===== config.mk =====
export PLATFORM = sky130hd
export DESIGN_NAME = multicycle_adder
export DESIGN_NICKNAME = d
export VERILOG_FILES = /design/src/rtl/multicycle_adder_chunk_adder.sv /design/src/rtl/multicycle_adder.sv
export SDC_FILE = /design/constraint.sdc
export NUM_CORES = 1
export LEC_CHECK = 0
export BUFFER_PORTS_ARGS = -buffer_cell sky130_fd_sc_hd__buf_2
export CAP_MARGIN = 20
export CORE_MARGIN = 2
export CORE_UTILIZATION = 35
export CTS_BUF_LIST = sky130_fd_sc_hd__clkbuf_8
export CTS_CLUSTER_DIAMETER = 50
export CTS_CLUSTER_SIZE = 10
export DETAILED_ROUTE_END_ITERATION = 7
export PLACE_DENSITY = 0.54
export SKIP_CTS_REPAIR_TIMING = 1
export SLEW_MARGIN = 20
export SYNTH_ARGS = -nofsm -noshare
export SYNTH_HDL_FRONTEND = slang
export SYNTH_HIERARCHICAL = 1
export SYNTH_SLANG_ARGS = --single-unit

===== constraint.sdc =====
create_clock -name clk -period 6.2 [get_ports clk]
set_input_delay 0.93 -clock clk [delete_from_list [all_inputs] [get_ports clk]]
set_output_delay 0.93 -clock clk [all_outputs]
set_load 0.005 [all_outputs]

===== src/rtl/multicycle_adder_chunk_adder.sv =====
// CHUNK-bit combinational ripple adder, shared across cycles by multicycle_adder.
// c_msb_in is the carry entering the top bit, used for signed-overflow detection.
module chunk_adder #(
    parameter int CHUNK = 8
) (
    input  logic [CHUNK-1:0] x,
    input  logic [CHUNK-1:0] y,
    input  logic             ci,
    output logic [CHUNK-1:0] s,
    output logic             cout,
    output logic             c_msb_in
);

    always_comb begin
        logic c;
        c        = ci;
        s        = '0;
        c_msb_in = ci;
        for (int i = 0; i < CHUNK; i++) begin
            if (i == CHUNK - 1) c_msb_in = c;
            s[i] = x[i] ^ y[i] ^ c;
            c    = (x[i] & y[i]) | (c & (x[i] ^ y[i]));
        end
        cout = c;
    end

endmodule


===== src/rtl/multicycle_adder.sv =====
// Multi-cycle add/subtract: WIDTH-bit operation processed CHUNK bits per clock,
// with valid/ready handshakes on both the request and result sides.
module multicycle_adder #(
    parameter int WIDTH = 32,
    parameter int CHUNK = 8
) (
    input  logic             clk,
    input  logic             rst,
    input  logic             in_valid,
    output logic             in_ready,
    input  logic [WIDTH-1:0] a,
    input  logic [WIDTH-1:0] b,
    input  logic             cin,
    input  logic             sub,
    output logic             out_valid,
    input  logic             out_ready,
    output logic [WIDTH-1:0] sum,
    output logic             cout,
    output logic             ovf,
    output logic             busy
);

    localparam int NCHUNK = WIDTH / CHUNK;
    localparam int IDX_W  = (NCHUNK > 1) ? $clog2(NCHUNK) : 1;
    localparam logic [IDX_W-1:0] LAST = IDX_W'(NCHUNK - 1);

    if (CHUNK < 1 || CHUNK > WIDTH || (WIDTH % CHUNK) != 0) begin : g_bad_params
        $fatal(1, "multicycle_adder: WIDTH must be a positive multiple of CHUNK");
    end

    typedef enum logic [1:0] {
        IDLE = 2'd0,
        RUN  = 2'd1,
        DONE = 2'd2
    } state_t;

    state_t             state;
    logic [IDX_W-1:0]   idx;
    logic               carry;
    logic [WIDTH-1:0]   a_reg;
    logic [WIDTH-1:0]   b_reg;
    logic [CHUNK-1:0]   a_chunk;
    logic [CHUNK-1:0]   b_chunk;
    logic [CHUNK-1:0]   s_chunk;
    logic               c_out;
    logic               c_msb;
    logic               accept;

    assign in_ready  = (state == IDLE) || (state == DONE && out_ready);
    assign accept    = in_valid && in_ready;
    assign out_valid = (state == DONE);
    assign busy      = (state == RUN);

    assign a_chunk = a_reg[idx*CHUNK +: CHUNK];
    assign b_chunk = b_reg[idx*CHUNK +: CHUNK];

    chunk_adder #(.CHUNK(CHUNK)) u_chunk (
        .x        (a_chunk),
        .y        (b_chunk),
        .ci       (carry),
        .s        (s_chunk),
        .cout     (c_out),
        .c_msb_in (c_msb)
    );

    // Operands are only meaningful while RUN, so they carry no reset.
    always_ff @(posedge clk) begin
        if (accept) begin
            a_reg <= a;
            b_reg <= b ^ {WIDTH{sub}};
        end
    end

    always_ff @(posedge clk or posedge rst) begin
        if (rst) begin
            state <= IDLE;
            idx   <= '0;
            carry <= 1'b0;
            sum   <= '0;
            cout  <= 1'b0;
            ovf   <= 1'b0;
        end else begin
            case (state)
                IDLE, DONE: begin
                    if (accept) begin
                        state <= RUN;
                        idx   <= '0;
                        carry <= sub ? 1'b1 : cin;
                    end else if (state == DONE && out_ready) begin
                        state <= IDLE;
                    end
                end
                RUN: begin
                    sum[idx*CHUNK +: CHUNK] <= s_chunk;
                    carry <= c_out;
                    if (idx == LAST) begin
                        cout  <= c_out;
                        ovf   <= c_out ^ c_msb;
                        idx   <= '0;
                        state <= DONE;
                    end else begin
                        idx <= idx + 1'b1;
                    end
                end
                default: state <= IDLE;
            endcase
        end
    end

endmodule


==> summary.txt <==
Logic synthesis
  • Yosys reg bits: ~100
  • Net Count, Synth: approximately 340
  • Synth Warn #: 6
  • Number of synthesized flops with an enable pin: between 60 and 70
  • Syn avg cell area: about 17 um^2
  • Mapped Cells: about 250
  • Synth Cell Area: 0.004422 mm^2
  • Sequential fraction of the synthesis area: 65.53%
  • Top-count cell post-synth: edfxtp_1
  • Top cells by area, synth: edfxtp_1 (43%), dfrtp_1 (22%), mux4_2 (8.1%)
  • Number of distinct library cells after synthesis: 28
  • Post-synth top area share: between 40% and 50%
  • Post-synth top area cell: edfxtp_1
  • Post-synth top cells: edfxtp_1 (64), dfrtp_1 (39), xor2_1 (33)
  • Async S/R FF share, synth: 37.86%
  • Main synth FF type: edfxtp_1

Floorplanning
  • Die width: about 120 um
  • I/O Pins: 107
  • Initial core utilization: 35.47%
  • Chip height: 116.4 um
  • Die Area: between 0.01 and 0.015 mm^2
  • Rows: 41
  • Core area: about 0.012 mm^2

Setup path
  • CP Cell Sequence: mux4_2, fa_1, inv_1, fa_1, inv_1, fa_1, fa_1, fa_1, fa_1, inv_1, fa_1, inv_1, fa_1, xor2_1, mux2_1
  • Critical Path Source Type: flip-flop
  • CP endpoint kind: flip-flop
  • Most common cell on crit path: fa_1
  • Setup Crit Path Kind: flip-flop to flip-flop
  • Reg-to-Reg End: ovf$_DFFE_PP0P_
  • Register-to-register setup slack: 1540 ps
  • Largest stage delay on the critical path: 570 ps
  • CP delay by family, top: adder cells
  • CP Buf/Inv Count: 4
  • CP max FO: 6
  • CP max-delay cell: mux4_2
  • RR Startpoint: idx[0]$_DFFE_PP0P_
  • Worst R2R Path Depth: 15
  • CP required: ~6500 ps
  • CP arrival: around 4900 ps

Timing
  • Fmax achieved: 0.2146 GHz
  • Final hold violations: 0
  • Slew HR: 41.86%
  • # setup viols final: 0
  • Final period util: 75.14%
  • Min Hold Slack: roughly 500 ps
  • Clock period minus final worst setup slack: around 4700 ps
  • Final setup TNS: 0 ps
  • Fin. max-slew vios: 0
  • Post-route setup slack: 1541 ps
  • Worst Tran Pin Value: 872.1 ps
  • Setup Skew: roughly 15 ps
  • Unrepaired setup endpoints after global routing: false

Cells and area
  • Area Growth Syn to Fin: 20.32%
  • Fill count: 1163
  • Nets: approximately 450
  • Share of cells above drive strength 1: roughly 40%
  • # diodes: 0
  • Non-filler cells, final: about 540

Clock tree
  • Clk sinks: 103
  • CTS tree: yes
  • Number of H-tree levels: 3
  • CTS root buf: clkbuf_8
  • Worst skew pair latency: around 370 ps
  • Clock buffer depth: 2
  • Clock-pin slew on the worst setup and hold paths: about 90 ps
  • CTS Buf Count: 9

Routing
  • Average wire per standard cell: roughly 16 um
  • Via density: ~4.6
  • Initial drt markers: 170
  • Number of remaining DRC errors: 0
  • Drt pass-1 iters: 4
  • Antenna violation net count after detailed routing: 0
  • Routed WL: a little under 9000 um
  • Total number of vias: 2494

Worst hold path
  • Hold_sp: sum[30]$_DFFE_PP0P_
  • Min-Delay Endpoint: sum[30]$_DFFE_PP0P_
  • Hold depth: 1
  • Hold WC Path Type: flip-flop to flip-flop

Power
  • PD cells: around 470 mW/mm^2
  • Worst vdd ir: roughly 0.17 mV
  • Leakage: around 2.3 nW

Placement
  • Port Buffers: 106
  • Final HPWL DP: 6452 um
  • RD Place Congestion: 0.7312
  • Post-Place Cells: 526
  • Place WS: around 1500 ps

Global routing
  • Vias in the first global route: around 2.5k
  • Initial antenna violation count: 0
  • Aggregate global routing overflow: 0
  • Total track usage: 13.79%
  • Largest net degree at the start of global routing: 69
  • First-pass GRT wire length: ~14000 um

Run status
  • Status: completed

Run
  • Max-cap viol count: 0
per-layer routing:
layer	vias up	part of all wire (%)	wire, um	track usage, %
li1	1170	-	-	-
met1	1215	49	4372	20.07
met2	97	44	3940	20.16
met3	12	5.4	481	3.788
met4	0	1.4	121	4.444
met5	-	0	0	0
layout by cell type (no fill, tap or decap):
master,count
a211oi_1,1
mux2_1,2
or3_1,1
nor2b_1,1
nand2b_1,3
clkinv_1,1
a311oi_1,1
o21bai_1,1
inv_2,1
a22o_1,32
nand2_1,9
nor4_4,3
clkbuf_8,9
clkinv_2,3
edfxtp_1,64
bufinv_16,1
fa_1,8
nor2_1,2
mux4_2,16
o31ai_1,2
and3_2,1
buf_2,106
clkinvlp_4,1
inv_1,15
nor3_4,1
dfrtp_1,39
xor2_1,33
o21ai_0,1
and2_1,1
inv_6,1
ha_1,6
buf_4,4
cell type report:
class | instances | area (um^2) | share of cell area (%)
multi-input combinational | 125 | 1398 | 26.27
inverter | 16 | 61.31 | 1.152
clock inverter | 7 | 63.81 | 1.199
timing repair buffer | 110 | 560.5 | 10.54
sequential | 103 | 2898 | 54.47
clock buffer | 9 | 123.9 | 2.328
tap | 172 | 215.2 | 4.045
stage by stage:
step                      cell area (um^2)  util [%]  power, mW
after floorplan                       4422         -      1.763
after global placement                5132     41.17      2.086
after detailed placement              5132     41.17      2.114
after CTS                             5320     42.68      2.524
after global routing                  5320     42.68      2.677
final                                 5320     42.68      2.494
worst max path at each step:
stage	startpoint	to	slack [ps]	depth (start not counted)
after floorplan	idx[0]$_DFFE_PP0P_	ovf$_DFFE_PP0P_	1480	17
final	idx[0]$_DFFE_PP0P_	ovf$_DFFE_PP0P_	1540	15
after global routing	idx[0]$_DFFE_PP0P_	ovf$_DFFE_PP0P_	1220	15
after detailed placement	idx[0]$_DFFE_PP0P_	ovf$_DFFE_PP0P_	1520	15
after global placement	idx[0]$_DFFE_PP0P_	ovf$_DFFE_PP0P_	1580	15
after CTS	idx[0]$_DFFE_PP0P_	ovf$_DFFE_PP0P_	1490	15
where the power goes:
part | total, mW | switching (mW) | internal [mW]
clock network | 0.410 | 0.226 | 0.184
registers | 1.02 | 0.0879 | 0.934
logic | 1.06 | 0.615 | 0.446
total | 2.49 | 0.929 | 1.56
kinds of logic (layout without fill, tap and decap cells):
family	Yosys count	after routing	synth area share (%)
flops	103	103	65.53
compound gates	38	38	7.329
xor+xnor	33	33	6.537
buf+inv	26	142	2.886
simple gates	22	22	3.736
mux	18	18	8.659
fa+ha+maj	14	14	5.320
(Power assumes the default switching activity.)
